## config.mk

```make
export PLATFORM = sky130hd
export DESIGN_NAME = load_counter_ctrl_flat
export DESIGN_NICKNAME = d
export VERILOG_FILES = /design/src/rtl/load_counter_ctrl_if.sv /design/src/rtl/load_counter_ctrl.sv /design/src/flat_wrapper.sv
export SDC_FILE = /design/constraint.sdc
export NUM_CORES = 1
export LEC_CHECK = 0
export BUFFER_PORTS_ARGS = -buffer_cell sky130_fd_sc_hd__buf_4
export CAP_MARGIN = 20
export CORE_MARGIN = 3
export CORE_UTILIZATION = 45
export DETAILED_ROUTE_END_ITERATION = 8
export PLACE_DENSITY = 0.76
export SYNTH_ARGS = -nofsm -noshare
export SYNTH_HDL_FRONTEND = slang
export SYNTH_SLANG_ARGS = --single-unit
```

## constraint.sdc

```tcl
create_clock -name clk_i -period 1.7 [get_ports clk_i]
set_input_delay 0 -clock clk_i [delete_from_list [all_inputs] [get_ports clk_i]]
set_output_delay 0 -clock clk_i [all_outputs]
set_load 0.005 [all_outputs]
```

## src/rtl/load_counter_ctrl_if.sv

```systemverilog
// Bus between the load_counter_ctrl sequencer and its surroundings: run
// requests and parameters in, counter control and status out, plus the
// counter value fed back from the loadable counter.
interface load_counter_ctrl_if #(
    parameter int WIDTH = 5
);
    logic             start_i;
    logic             abort_i;
    logic             pause_i;
    logic             repeat_mode_i;
    logic [WIDTH-1:0] start_value_i;
    logic [WIDTH-1:0] end_value_i;
    logic [WIDTH-1:0] contagem_i;
    logic             load_o;
    logic             count_permission_o;
    logic [WIDTH-1:0] load_data_o;
    logic             busy_o;
    logic             done_o;
    logic [WIDTH-1:0] steps_o;

    // Side that issues runs and owns the counter (system / testbench).
    modport master (
        output start_i, abort_i, pause_i, repeat_mode_i,
        output start_value_i, end_value_i, contagem_i,
        input  load_o, count_permission_o, load_data_o,
        input  busy_o, done_o, steps_o
    );

    // The sequencer itself.
    modport slave (
        input  start_i, abort_i, pause_i, repeat_mode_i,
        input  start_value_i, end_value_i, contagem_i,
        output load_o, count_permission_o, load_data_o,
        output busy_o, done_o, steps_o
    );
endinterface

```

## src/rtl/load_counter_ctrl.sv

```systemverilog
// Sequencer for a loadable up-counter: loads a start value, lets the counter
// run until it matches the latched end value, then pulses done. Supports
// pause, abort and auto-repeat. clear_i is a synchronous active-high reset.
module load_counter_ctrl #(
    parameter int WIDTH = 5
) (
    input logic                 clk_i,
    input logic                 clear_i,
    load_counter_ctrl_if.slave  bus
);

    typedef enum logic [1:0] {
        ST_IDLE  = 2'd0,
        ST_LOAD  = 2'd1,
        ST_COUNT = 2'd2,
        ST_DONE  = 2'd3
    } state_t;

    state_t           state_q;
    state_t           state_d;
    logic [WIDTH-1:0] start_val_q;
    logic [WIDTH-1:0] start_val_d;
    logic [WIDTH-1:0] end_val_q;
    logic [WIDTH-1:0] end_val_d;
    logic             repeat_q;
    logic             repeat_d;
    logic [WIDTH-1:0] steps_q;
    logic [WIDTH-1:0] steps_d;

    logic             at_end_s;
    logic             load_s;
    logic             count_perm_s;
    logic             busy_s;
    logic             done_s;

    // Terminal match against the end value captured at start.
    assign at_end_s = (bus.contagem_i == end_val_q);

    // State and run-parameter registers; clear overrides everything.
    always_ff @(posedge clk_i) begin
        if (clear_i) begin
            state_q     <= ST_IDLE;
            start_val_q <= {WIDTH{1'b0}};
            end_val_q   <= {WIDTH{1'b0}};
            repeat_q    <= 1'b0;
            steps_q     <= {WIDTH{1'b0}};
        end else begin
            state_q     <= state_d;
            start_val_q <= start_val_d;
            end_val_q   <= end_val_d;
            repeat_q    <= repeat_d;
            steps_q     <= steps_d;
        end
    end

    // Next-state logic; abort beats both the terminal match and repeat.
    always_comb begin
        state_d = state_q;
        case (state_q)
            ST_IDLE: begin
                if (bus.start_i) begin
                    state_d = ST_LOAD;
                end else begin
                    state_d = ST_IDLE;
                end
            end
            ST_LOAD: begin
                if (bus.abort_i) begin
                    state_d = ST_IDLE;
                end else begin
                    state_d = ST_COUNT;
                end
            end
            ST_COUNT: begin
                if (bus.abort_i) begin
                    state_d = ST_IDLE;
                end else if (at_end_s) begin
                    state_d = ST_DONE;
                end else begin
                    state_d = ST_COUNT;
                end
            end
            ST_DONE: begin
                if (bus.abort_i) begin
                    state_d = ST_IDLE;
                end else if (repeat_q) begin
                    state_d = ST_LOAD;
                end else begin
                    state_d = ST_IDLE;
                end
            end
            default: begin
                state_d = ST_IDLE;
            end
        endcase
    end

    // Latch run parameters on an accepted start; track increments issued.
    always_comb begin
        start_val_d = start_val_q;
        end_val_d   = end_val_q;
        repeat_d    = repeat_q;
        steps_d     = steps_q;
        if ((state_q == ST_IDLE) && bus.start_i) begin
            start_val_d = bus.start_value_i;
            end_val_d   = bus.end_value_i;
            repeat_d    = bus.repeat_mode_i;
        end else if (state_q == ST_LOAD) begin
            steps_d = {WIDTH{1'b0}};
        end else if (count_perm_s) begin
            steps_d = steps_q + WIDTH'(1);
        end else begin
            steps_d = steps_q;
        end
    end

    // Output decode from state, latched values and counter feedback.
    always_comb begin
        load_s       = 1'b0;
        count_perm_s = 1'b0;
        busy_s       = 1'b0;
        done_s       = 1'b0;
        case (state_q)
            ST_IDLE: begin
                busy_s = 1'b0;
            end
            ST_LOAD: begin
                load_s = 1'b1;
                busy_s = 1'b1;
            end
            ST_COUNT: begin
                count_perm_s = ~bus.pause_i & ~at_end_s;
                busy_s       = 1'b1;
            end
            ST_DONE: begin
                done_s = 1'b1;
                busy_s = 1'b1;
            end
            default: begin
                busy_s = 1'b0;
            end
        endcase
    end

    assign bus.load_o             = load_s;
    assign bus.count_permission_o = count_perm_s;
    assign bus.busy_o             = busy_s;
    assign bus.done_o             = done_s;
    assign bus.load_data_o        = start_val_q;
    assign bus.steps_o            = steps_q;

endmodule

```

## src/flat_wrapper.sv

```systemverilog
// flat-port wrapper written by rule: the top's interface ports become plain ports
module load_counter_ctrl_flat 
#(
    parameter int WIDTH = 5
)
  (clk_i, clear_i, bus_start_i, bus_abort_i, bus_pause_i, bus_repeat_mode_i, bus_start_value_i, bus_end_value_i, bus_contagem_i, bus_load_o, bus_count_permission_o, bus_load_data_o, bus_busy_o, bus_done_o, bus_steps_o);
  load_counter_ctrl_if #(.WIDTH(WIDTH)) bus_i ();
  input logic clk_i;
  input logic clear_i;
  input wire logic [$bits(bus_i.start_i)-1:0] bus_start_i;
  input wire logic [$bits(bus_i.abort_i)-1:0] bus_abort_i;
  input wire logic [$bits(bus_i.pause_i)-1:0] bus_pause_i;
  input wire logic [$bits(bus_i.repeat_mode_i)-1:0] bus_repeat_mode_i;
  input wire logic [$bits(bus_i.start_value_i)-1:0] bus_start_value_i;
  input wire logic [$bits(bus_i.end_value_i)-1:0] bus_end_value_i;
  input wire logic [$bits(bus_i.contagem_i)-1:0] bus_contagem_i;
  output wire logic [$bits(bus_i.load_o)-1:0] bus_load_o;
  output wire logic [$bits(bus_i.count_permission_o)-1:0] bus_count_permission_o;
  output wire logic [$bits(bus_i.load_data_o)-1:0] bus_load_data_o;
  output wire logic [$bits(bus_i.busy_o)-1:0] bus_busy_o;
  output wire logic [$bits(bus_i.done_o)-1:0] bus_done_o;
  output wire logic [$bits(bus_i.steps_o)-1:0] bus_steps_o;
  assign bus_i.start_i = bus_start_i;
  assign bus_i.abort_i = bus_abort_i;
  assign bus_i.pause_i = bus_pause_i;
  assign bus_i.repeat_mode_i = bus_repeat_mode_i;
  assign bus_i.start_value_i = bus_start_value_i;
  assign bus_i.end_value_i = bus_end_value_i;
  assign bus_i.contagem_i = bus_contagem_i;
  assign bus_load_o = bus_i.load_o;
  assign bus_count_permission_o = bus_i.count_permission_o;
  assign bus_load_data_o = bus_i.load_data_o;
  assign bus_busy_o = bus_i.busy_o;
  assign bus_done_o = bus_i.done_o;
  assign bus_steps_o = bus_i.steps_o;
  load_counter_ctrl #(.WIDTH(WIDTH)) u_core (.clk_i(clk_i), .clear_i(clear_i), .bus(bus_i));
endmodule
```

==> key figures, run 1 <==
Detailed routing
  • Number of iterations in the first detailed-routing pass: 3
  • Remaining number of nets flagged by the antenna check after routing: 0
  • Via count of the routed design: 785
  • Detailed-route vias per instance: 4.73
  • Drt initial violations: 8
  • Routed wire per std cell: 12.0 µm
  • Final routed wirelength across all metal layers: 1.99 mm
  • Number of design rule violations left after detail routing: 0

Worst setup path
  • Type of the worst setup path: flip-flop to flip-flop
  • Cells along the critical path: and2b_1 > nor2b_1 > nor3_1 > dlygate4sd3_1
  • Maximum fanout count along the critical path: 6
  • CP max stage cell: dlygate4sd3_1
  • Worst setup SP type: flip-flop
  • Critical Path RT: 1.90 ns
  • Cell type group with the largest total delay on the critical path: buffers and inverters
  • Worst Path Arrival: 1.72 ns
  • Critical path capture point type: flip-flop
  • Biggest cell delay along the critical path: 0.56 ns
  • Number of buffers and inverters on the critical path: 1
  • Reg-to-reg slack, setup: 0.17 ns

Power
  • Power per cell area: 701 mW/mm²
  • Leakage: 0.571 nW
  • Worst vdd rail ir drop: 0.533 mV

Timing
  • FMAX: 654 MHz
  • Setup TNS: 0 ns
  • Max transition margin: 73.5%
  • Endpoints failing setup: 0
  • Crit share post-route: 89.9%
  • Least-Margin Pin Slew: 0.396 ns
  • Minimum clock period: 1.53 ns
  • Fin. Hold Viols: 0
  • Final number of max-transition violations: 0
  • Setup repair after global routing missed its margin: false
  • Post-route clock skew: 0.00214 ns

Global route
  • First-pass GRT wire length: 3.59 mm
  • Initial antenna violation count: 0
  • Pin count of the biggest net entering global routing: 17
  • Aggregate global-route resource usage: 20.2%
  • Vias in the first global route: 796
  • Remaining Overflow, GRT: 0

Final layout
  • Most common cell after layout, fill and taps aside: buf_4
  • Final design area excluding fillers: 0.00126 mm²
  • Ratio of cells with drive above 1 in the final layout: 31.7%
  • Filler cell count: 117
  • Net count, final: 165
  • Antenna diode instance count: 0
  • Commonest cells after routing, fill and taps aside: buf_4 (34), nand2_1 (24), dfxtp_1 (18)
  • Area growth, synth to finish: 55.9%

CTS
  • CTS tree: built
  • Register clock-pin slew on the reported worst setup and hold paths: 0.10 ns
  • Clock insertion delay at the later pin of the skew report: 0.30 ns
  • Cell at the root of the clock tree: clkbuf_4
  • Longest Clk Path Bufs: 2
  • CTS Sinks: 18
  • Post-CTS setup-driven buffer insertion count: 0
  • Total CTS buffers: 3
  • Htree depth: 1

Synthesis
  • Post-Syn Nets: 116
  • Synth warnings: 0
  • Mapped Area: 806 µm²
  • Cell taking the most area after synthesis: dfxtp_1
  • Post-synth cell types: 30
  • Sequential element share of the synthesized area: 44.7%
  • Number of enable-type register cells in the synthesized netlist: 0
  • Fraction of synthesized cell area taken by the top area cell type: 44.7%
  • Avg Inst Size Synth: 8.57 µm²
  • Main synth FF type: dfxtp_1
  • Synthesized flop and latch total: 18
  • Cell types occupying the most area after synthesis: dfxtp_1 (45%), nand2_1 (11%), a21oi_1 (7.5%), xor2_1 (5.4%), a221o_1 (2.5%)
  • Async S/R FF share, synth: 0%
  • Count of mapped cells out of synthesis: 94

Die
  • Initial core utilization: 50.5%
  • Die X: 48.3 µm
  • Die boundary height: 48.3 µm
  • Number of top-level design ports: 35
  • Area of the core: 0.00159 mm²
  • Full die area: 0.00233 mm²
  • Cell Rows: 14

Run status
  • Outcome: finished clean

Flow run
  • MaxCap Viol Count: 0

Placed design
  • Port bufs: 34
  • Placed Instance Area: 0.00107 mm²
  • Placer's final routability congestion estimate: 0.813

Worst hold path
  • Classification of the worst-slack hold path: primary input to flip-flop
==> timing repair <==
item	in CTS	in global routing
resized for setup	0	1
setup endpoints to repair	0	4
hold buffers	14	0
hold endpoints to repair	14	0
==> per-stage QoR <==
stage	hold slack [ns]	util (%)	instances	total power, mW	setup WS [ns]
2_1_floorplan	0.0793	-	94	0.530	0.291
3_3_place_gp	0.186	67.4	148	0.592	0.244
3_5_place_dp	0.198	67.4	148	0.596	0.147
4_1_cts	0.0831	78.5	166	0.889	0.116
5_1_grt	0.0943	78.8	166	0.938	0.0519
6_report	0.0893	78.8	166	0.881	0.171
==> sequential cells by signal (all words and copies together) (netlist names) <==
signal                  count
u_core.end_val_q            5
u_core.bus.steps_o          5
u_core.state_q              2
u_core.bus.load_data_o      5
u_core.repeat_q             1
==> path summary, 6_finish.rpt <==
| check | startpoint | end | cells after the start |
|---|---|---|---|
| worst max register to register | u_core.state_q[1] | u_core.state_q[1] | 4 |
| worst min register to register | u_core.bus.load_data_o[1] | u_core.bus.load_data_o[1] | 2 |
| worst max-delay path | u_core.state_q[1] | u_core.state_q[1] | 4 |
| worst min-delay path | bus_pause_i | u_core.bus.steps_o[1] | 5 |
==> layout make-up <==
| type | count | area (µm²) | share of cell area, % |
|---|---|---|---|
| multi-input combinational | 71 | 430 | 34.3 |
| timing repair buffer | 48 | 395 | 31.5 |
| sequential | 18 | 360 | 28.7 |
| clock buffer | 4 | 36.3 | 2.89 |
| tap | 24 | 30.0 | 2.39 |
| inverter | 1 | 3.75 | 0.299 |
==> metal layers <==
| layer | routed length (µm) | track usage (%) |
|---|---|---|
| met1 | 822 | 21.3 |
| met2 | 987 | 35.6 |
| met3 | 151 | 8.90 |
| met4 | 30 | 7.11 |
| met5 | 0 | 0 |
==> Yosys cell counts (2+ instances only) <==
cell / n
nand2_1: 24
dfxtp_1: 18
a21oi_1: 12
xor2_1: 5
clkbuf_1: 3
nand3_1: 3
a221o_1: 2
and2_1: 2
nor2_1: 2
nor2b_1: 2
nor3_1: 2
==> power breakdown <==
part           switching, mW  internal (mW)
sequential            0.0125          0.441
clock                  0.137          0.131
combinational         0.0698         0.0897
total                  0.220          0.661
==> cell families after synthesis <==
family	after synthesis	synth area share (%)
compound gates	18	14.4
simple gates	45	28.9
mux	1	1.40
buf+inv	5	2.48
flops	18	44.7
xor+xnor	6	6.52
fa+ha+maj	1	1.55
==> worst register-to-register path: stages, from the launching register on <==
cell	delay (ns)
dfxtp_1	0.43
and2b_1	0.27
nor2b_1	0.12
nor3_1	0.05
dlygate4sd3_1	0.56
Note: power is estimated with default switching activity, not from simulation.
==> run 2, diff against run 1 <==
--- a/config.mk
+++ b/config.mk
@@ -5,12 +5,14 @@
 export SDC_FILE = /design/constraint.sdc
 export NUM_CORES = 1
 export LEC_CHECK = 0
+export ABC_AREA = 1
 export BUFFER_PORTS_ARGS = -buffer_cell sky130_fd_sc_hd__buf_4
 export CAP_MARGIN = 20
 export CORE_MARGIN = 3
-export CORE_UTILIZATION = 45
+export CORE_UTILIZATION = 46
 export DETAILED_ROUTE_END_ITERATION = 8
-export PLACE_DENSITY = 0.76
+export PLACE_DENSITY = 0.77
+export SKIP_LAST_GASP = 1
 export SYNTH_ARGS = -nofsm -noshare
 export SYNTH_HDL_FRONTEND = slang
 export SYNTH_SLANG_ARGS = --single-unit
==> key figures, run 2 <==
Placed design
  • Placer's final routability congestion estimate: 0.712 (-12%)
  • Placed Instance Area: 0.00113 mm² (+4.9%)
  • Sum of net half-perimeters after detailed placement: 1.58 mm
  • Port bufs: 34 (unchanged)
  • Number of instances in the placed design: 177 (+20%)

Global route
  • Aggregate global-route resource usage: 19.5% (-0.66 points)
  • First-pass GRT wire length: 3.74 mm (+4.2%)
  • Initial antenna violation count: 0 (unchanged)
  • Vias in the first global route: 869 (+9.2%)
  • Pin count of the biggest net entering global routing: 17 (unchanged)
  • Remaining Overflow, GRT: 0 (unchanged)

Worst setup path
  • Cell type group with the largest total delay on the critical path: simple AND/OR/NAND/NOR gates
  • Critical Path RT: 1.70 ns (-0.20 ns)
  • CP max stage cell: dfxtp_1
  • Cells along the critical path: nand2_1 > inv_1 > nor2_1 > nor2_2 > nand3_4 > nand2_4 > inv_1 > buf_4
  • Worst setup SP type: flip-flop
  • Critical path capture point type: output pin
  • Number of buffers and inverters on the critical path: 3 (+2)
  • Biggest cell delay along the critical path: 0.38 ns (-0.18 ns)
  • CP startpoint: u_core.end_val_q[0]
  • Type of the worst setup path: flip-flop to output pin
  • Maximum fanout count along the critical path: 8 (+2)
  • FF-to-FF Start: u_core.state_q[1]
  • Most common cell on crit path: inv_1
  • Worst Path Arrival: 1.37 ns (-0.35 ns)

Synthesis
  • Mapped Area: 851 µm² (+5.6%)
  • Count of mapped cells out of synthesis: 121 (+29%)
  • Post-Syn Nets: 143 (+23%)
  • Fraction of synthesized cell area taken by the top area cell type: 42.4% (-2.4 points)
  • Number of enable-type register cells in the synthesized netlist: 0 (unchanged)
  • Cell taking the most area after synthesis: dfxtp_1
  • Commonest cells in the netlist: nor2_1 (22), nand2_1 (20), dfxtp_1 (18), inv_1 (17), o21ai_0 (9)
  • Library cell with the highest instance count after synthesis: nor2_1
  • Post-synth cell types: 20 (-33%)
  • Avg Inst Size Synth: 7.03 µm² (-18%)
  • Async S/R FF share, synth: 0% (unchanged)
  • Sequential element share of the synthesized area: 42.4% (-2.4 points)
  • Main synth FF type: dfxtp_1
  • Synth warnings: 0 (unchanged)
  • Synthesized flop and latch total: 18 (unchanged)
  • Cell types occupying the most area after synthesis: dfxtp_1 (42%), nor2_1 (9.7%), nand2_1 (8.8%), inv_1 (7.5%), o21ai_0 (5.3%)

Detailed routing
  • Routed wire per std cell: 11.3 µm (-5.7%)
  • Final routed wirelength across all metal layers: 2.20 mm (+10%)
  • Drt initial violations: 10 (+2)
  • Detailed-route vias per instance: 4.65 (-1.6%)
  • Remaining number of nets flagged by the antenna check after routing: 0 (unchanged)
  • Via count of the routed design: 903 (+15%)
  • Number of design rule violations left after detail routing: 0 (unchanged)
  • Number of iterations in the first detailed-routing pass: 4 (+1)

Power
  • Internal: 681 µW (+3.1%)
  • Worst vdd rail ir drop: 0.650 mV (+22%)
  • Proportion of power drawn by the clock network: 28.3% (-2.2 points)
  • Fraction of power consumed by combinational cells: 20.9% (+2.8 points)
  • Reg power frac: 50.9% (-0.5 points)
  • Power per cell area: 711 mW/mm² (+1.4%)
  • Net switching power: 239 µW (+8.7%)
  • Leakage: 0.645 nW (+13%)
  • Switching part of the total power: 26.0% (+1.0 points)

CTS
  • CTS tree: built
  • Cell at the root of the clock tree: clkbuf_4
  • Total CTS buffers: 3 (unchanged)
  • Register clock-pin slew on the reported worst setup and hold paths: 0.10 ns (about the same)
  • Htree depth: 1 (unchanged)
  • Post-CTS setup-driven buffer insertion count: 0 (unchanged)
  • Longest Clk Path Bufs: 2 (unchanged)
  • Count of instances resized after the clock tree is built: 0 (unchanged)
  • CTS Sinks: 18 (unchanged)
  • Clock insertion delay at the later pin of the skew report: 0.28 ns (-0.02 ns)
  • Number of hold-repair buffers added at the cts stage: 12 (-2)

Die
  • Number of top-level design ports: 35 (unchanged)
  • Area of the core: 0.00163 mm² (+2.2%)
  • Cell Rows: 14 (unchanged)
  • Die boundary height: 49.0 µm (+1.4%)
  • Die X: 49.0 µm (+1.4%)
  • Initial core utilization: 52.2% (+1.7 points)
  • Full die area: 0.00240 mm² (+2.9%)

Worst hold path
  • Min-delay src: bus_end_value_i[2]
  • Classification of the worst-slack hold path: primary input to flip-flop

Final layout
  • Area growth, synth to finish: 52.1%
  • Filler cell count: 124 (+6.0%)
  • Commonest cells after routing, fill and taps aside: buf_4 (34), nor2_1 (22), nand2_1 (20)
  • Non-filler instance count after layout: 194 (+17%)
  • Ratio of cells with drive above 1 in the final layout: 27.1% (-4.6 points)
  • Most common cell after layout, fill and taps aside: buf_4
  • Antenna diode instance count: 0 (unchanged)
  • Final design area excluding fillers: 0.00129 mm² (+3.0%)
  • Net count, final: 193 (+17%)

Timing
  • Setup TNS: 0 ns (unchanged)
  • Final number of max-transition violations: 0 (unchanged)
  • Max transition margin: 69.8% (-3.7 points)
  • FMAX: 728 MHz (+11%)
  • Post-route clock skew: 0.00142 ns (-0.000713 ns)
  • Crit share post-route: 80.9% (-9.1 points)
  • Endpoints failing setup: 0 (unchanged)
  • Minimum clock period: 1.37 ns (-0.154 ns)
  • Least-Margin Pin Slew: 0.453 ns (+0.0561 ns)
  • Setup repair after global routing missed its margin: false
  • Fin. Hold Viols: 0 (unchanged)

Flow run
  • MaxCap Viol Count: 0 (unchanged)

Run status
  • Outcome: finished clean
==> run 2: changes by cell type after synthesis, moves of 4 or more <==
cell	before	now
a21oi_1	12	8
inv_1	1	17
nand2_1	24	20
nand3_1	3	8
nor2_1	2	22
o21ai_0	0	9
xor2_1	5	0
==> run 2: final timing paths <==
kind,to,slack (ns),depth (start not counted)
hold reg to reg,u_core.end_val_q[2],0.47,2
setup / recovery,bus_count_permission_o,0.33,8
setup reg to reg,u_core.end_val_q[4],0.33,5
hold / removal,u_core.end_val_q[2],0.01,3
==> run 2: power groups by stage <==
stage | registers, mW | clock network [mW] | logic [mW]
final | 0.468 | 0.260 | 0.192
after global routing | 0.472 | 0.290 | 0.215
after CTS | 0.467 | 0.269 | 0.190
after detailed placement | 0.476 | 0 | 0.168
after global placement | 0.475 | 0 | 0.163
after floorplan | 0.474 | 0 | 0.0896
==> run 2: cells by family after synthesis <==
logic type | share of synthesized area [%]
simple gates | 31.6
compound gates | 12.5
buf+inv | 8.97
flops | 42.4
xor+xnor | 3.09
fa+ha+maj | 1.47
==> run 2: area by class of cell <==
| type | count | area [µm²] | area share, % |
|---|---|---|---|
| inverters | 18 | 67.6 | 5.22 |
| repair buffers | 47 | 385 | 29.8 |
| clock buffers | 4 | 36.3 | 2.80 |
| flip-flops and latches | 18 | 360 | 27.9 |
| well taps | 24 | 30.0 | 2.32 |
| multi-input cells | 83 | 414 | 32.0 |
==> run 2: through the flow <==
stage               total power [mW]  setup slack (ns)  utilization [%]  hold WS (ns)
floorplan                      0.564             0.607                -        0.0691
global placement               0.639             0.427             69.2         0.180
finish                         0.920             0.325             79.4       0.00951
detailed placement             0.645             0.382             69.2         0.181
global route                   0.977             0.143             79.4        0.0346
CTS                            0.926             0.322             78.8       0.00339
==> run 2: per-layer routing <==
layer | vias to the layer above | wire, µm | share of wire [%] | track usage [%]
met3 | 4 | 107 | 4.9 | 4.28
met1 | 392 | 939 | 43 | 23.9
met2 | 29 | 1120 | 51 | 33.9
met4 | 0 | 27 | 1.2 | 5.69
li1 | 478 | - | - | -
met5 | - | 0 | 0 | 0
==> run 2: worst min-delay path, stage by stage <==
cell and delay, ns:
buf_4 0.07, o21ai_0 0.08, a21oi_1 0.11
==> run 3, diff against run 2 <==
--- a/config.mk
+++ b/config.mk
@@ -5,13 +5,13 @@
 export SDC_FILE = /design/constraint.sdc
 export NUM_CORES = 1
 export LEC_CHECK = 0
-export ABC_AREA = 1
+export ABC_AREA = 0
 export BUFFER_PORTS_ARGS = -buffer_cell sky130_fd_sc_hd__buf_4
 export CAP_MARGIN = 20
 export CORE_MARGIN = 3
-export CORE_UTILIZATION = 46
+export CORE_UTILIZATION = 41
 export DETAILED_ROUTE_END_ITERATION = 8
-export PLACE_DENSITY = 0.77
+export PLACE_DENSITY = 0.73
 export SKIP_LAST_GASP = 1
 export SYNTH_ARGS = -nofsm -noshare
 export SYNTH_HDL_FRONTEND = slang
==> constraint.sdc (replaced) <==
create_clock -name clk_i -period 1.1 [get_ports clk_i]
set_input_delay 0 -clock clk_i [delete_from_list [all_inputs] [get_ports clk_i]]
set_output_delay 0 -clock clk_i [all_outputs]
set_load 0.005 [all_outputs]
==> key figures, run 3 (same netlist as run 1, synthesis figures left out) <==
Timing
  • Post-route clock skew: 0.000582 ns (-0.000841 ns)
  • Setup ws final: -0.361 ns (-0.687 ns)
  • Setup repair after global routing missed its margin: true
  • Worst hold slack: 0.144 ns (+0.135 ns)
  • Max transition margin: 83.1% (+13 points)
  • Minimum clock period: 1.46 ns
  • FMAX: 684 MHz
  • Fin. Hold Viols: 0 (unchanged)
  • Endpoints failing setup: 22 (+22)
  • Least-Margin Pin Slew: 0.253 ns (-0.199 ns)
  • Crit share post-route: 133%
  • Final number of max-transition violations: 0 (unchanged)

Worst setup path
  • Maximum fanout count along the critical path: 4 (-4)
  • Worst Path Arrival: 1.66 ns (+0.29 ns)
  • Critical Path RT: 1.30 ns (-0.40 ns)
  • Critical path capture point type: flip-flop
  • Reg-to-reg slack, setup: -0.36 ns (-0.69 ns)
  • Type of the worst setup path: flip-flop to flip-flop
  • Worst setup SP type: flip-flop

Run status
  • Outcome: finished with violations
  • Violated checks: setup timing

Power
  • Power per cell area: 968 mW/mm² (+36%)
  • Worst vdd rail ir drop: 0.962 mV (+48%)
  • Leakage: 0.707 nW (+9.7%)

Global route
  • Remaining Overflow, GRT: 0 (unchanged)
  • First-pass GRT wire length: 3.77 mm (+0.94%)
  • Vias in the first global route: 905 (+4.1%)
  • Pin count of the biggest net entering global routing: 17 (unchanged)
  • Aggregate global-route resource usage: 19.5% (-0.047 points)
  • Initial antenna violation count: 0 (unchanged)

Die
  • Full die area: 0.00253 mm² (+5.5%)
  • Die boundary height: 50.3 µm (+2.7%)
  • Initial core utilization: 45.2% (-7.0 points)
  • Die X: 50.3 µm (+2.7%)
  • Number of top-level design ports: 35 (unchanged)
  • Area of the core: 0.00178 mm² (+9.4%)
  • Cell Rows: 15 (+1)

Final layout
  • Antenna diode instance count: 0 (unchanged)
  • Final core utilization: 88.8% (+9.4 points)
  • Area growth, synth to finish: 96.6%
  • Final design area excluding fillers: 0.00158 mm² (+22%)
  • Ratio of cells with drive above 1 in the final layout: 64.2% (+37 points)
  • Most common cell after layout, fill and taps aside: buf_4
  • Commonest cells after routing, fill and taps aside: buf_4 (39), dfxtp_1 (14), nand2_2 (13), dlygate4sd3_1 (13), buf_6 (12)
  • Net count, final: 182 (-5.7%)

CTS
  • Clock insertion delay at the later pin of the skew report: 0.30 ns (+0.02 ns)
  • Htree depth: 1 (unchanged)
  • Longest Clk Path Bufs: 2 (unchanged)
  • Register clock-pin slew on the reported worst setup and hold paths: 0.11 ns (about the same)
  • CTS Sinks: 18 (unchanged)
  • CTS tree: built
  • Cell at the root of the clock tree: clkbuf_4
  • Total CTS buffers: 3 (unchanged)

Flow run
  • MaxCap Viol Count: 0 (unchanged)

Worst hold path
  • Classification of the worst-slack hold path: primary input to flip-flop

Detailed routing
  • Remaining number of nets flagged by the antenna check after routing: 0 (unchanged)
  • Drt initial violations: 11 (+1)
  • Number of iterations in the first detailed-routing pass: 4 (unchanged)
  • Final routed wirelength across all metal layers: 2.81 mm (+28%)
  • Via count of the routed design: 941 (+4.2%)
  • Detailed-route vias per instance: 5.11 (+9.9%)
  • Routed wire per std cell: 15.3 µm (+35%)
  • Number of design rule violations left after detail routing: 0 (unchanged)

Placed design
  • Placer's final routability congestion estimate: 0.727 (+2.2%)
  • Worst setup slack after placement: -0.356 ns (-0.738 ns)
  • Port bufs: 34 (unchanged)
  • Placed Instance Area: 0.00122 mm² (+8.0%)
  • Sum of net half-perimeters after detailed placement: 1.35 mm (-14%)
==> run 3: worst max-delay path, cell delays in order, from the launching register on <==
cell and delay, ns:
dfxtp_2 0.36, xor2_2 0.16, nor3_4 0.28, a211oi_2 0.13
buf_4 0.16, a221o_1 0.28
==> run 3: path summary, 6_finish.rpt <==
kind / cells past startpoint / to / start
worst max-delay path: 5 / u_core.bus.steps_o[4] / u_core.end_val_q[3]
worst min register to register: 2 / u_core.bus.load_data_o[0] / u_core.bus.load_data_o[0]
worst max register to register: 5 / u_core.bus.steps_o[4] / u_core.end_val_q[3]
worst min-delay path: 4 / u_core.bus.load_data_o[3] / bus_start_i
==> run 3: stage by stage <==
| stage | TNS [ns] | power (mW) | std cells |
|---|---|---|---|
| floorplan | -1.17 | 0.832 | 94 |
| global placement | -2.10 | 0.965 | 161 |
| detailed placement | -2.52 | 0.970 | 161 |
| CTS | -3.20 | 1.44 | 181 |
| global route | -5.29 | 1.59 | 184 |
| finish | -4.35 | 1.53 | 184 |
==> run 3: what timing repair did <==
action,in CTS,in global routing
pin swaps,8,15
setup endpoints to repair,21,22
resized for setup,13,40
cloned,0,2
hold buffers,13,0
hold endpoints to repair,14,0
setup buffers,5,1
==> run 3: layout make-up <==
class	instances	area, µm²
Timing Repair Buffer	64	558
Inverter	1	3.75
Multi-Input combinational cell	72	589
Sequential cell	18	365
Fill cell	68	199
Tap cell	25	31.3
Clock buffer	4	36.3
==> run 3: where the power goes <==
| part | leakage (nW) | switching, mW | internal (mW) |
|---|---|---|---|
| Combinational | 0.538 | 0.179 | 0.216 |
| Sequential | 0.149 | 0.0266 | 0.683 |
| Clock | 0.0210 | 0.226 | 0.202 |
==> run 3: routing by layer <==
metal / vias up / share of wire, % / global-route usage (%)
li1: 449 / - / -
met1: 447 / 43 / 22.6
met4: 0 / 3.1 / 8.52
met3: 10 / 5.4 / 5.04
met5: - / 0 / 0
met2: 35 / 48 / 33.5
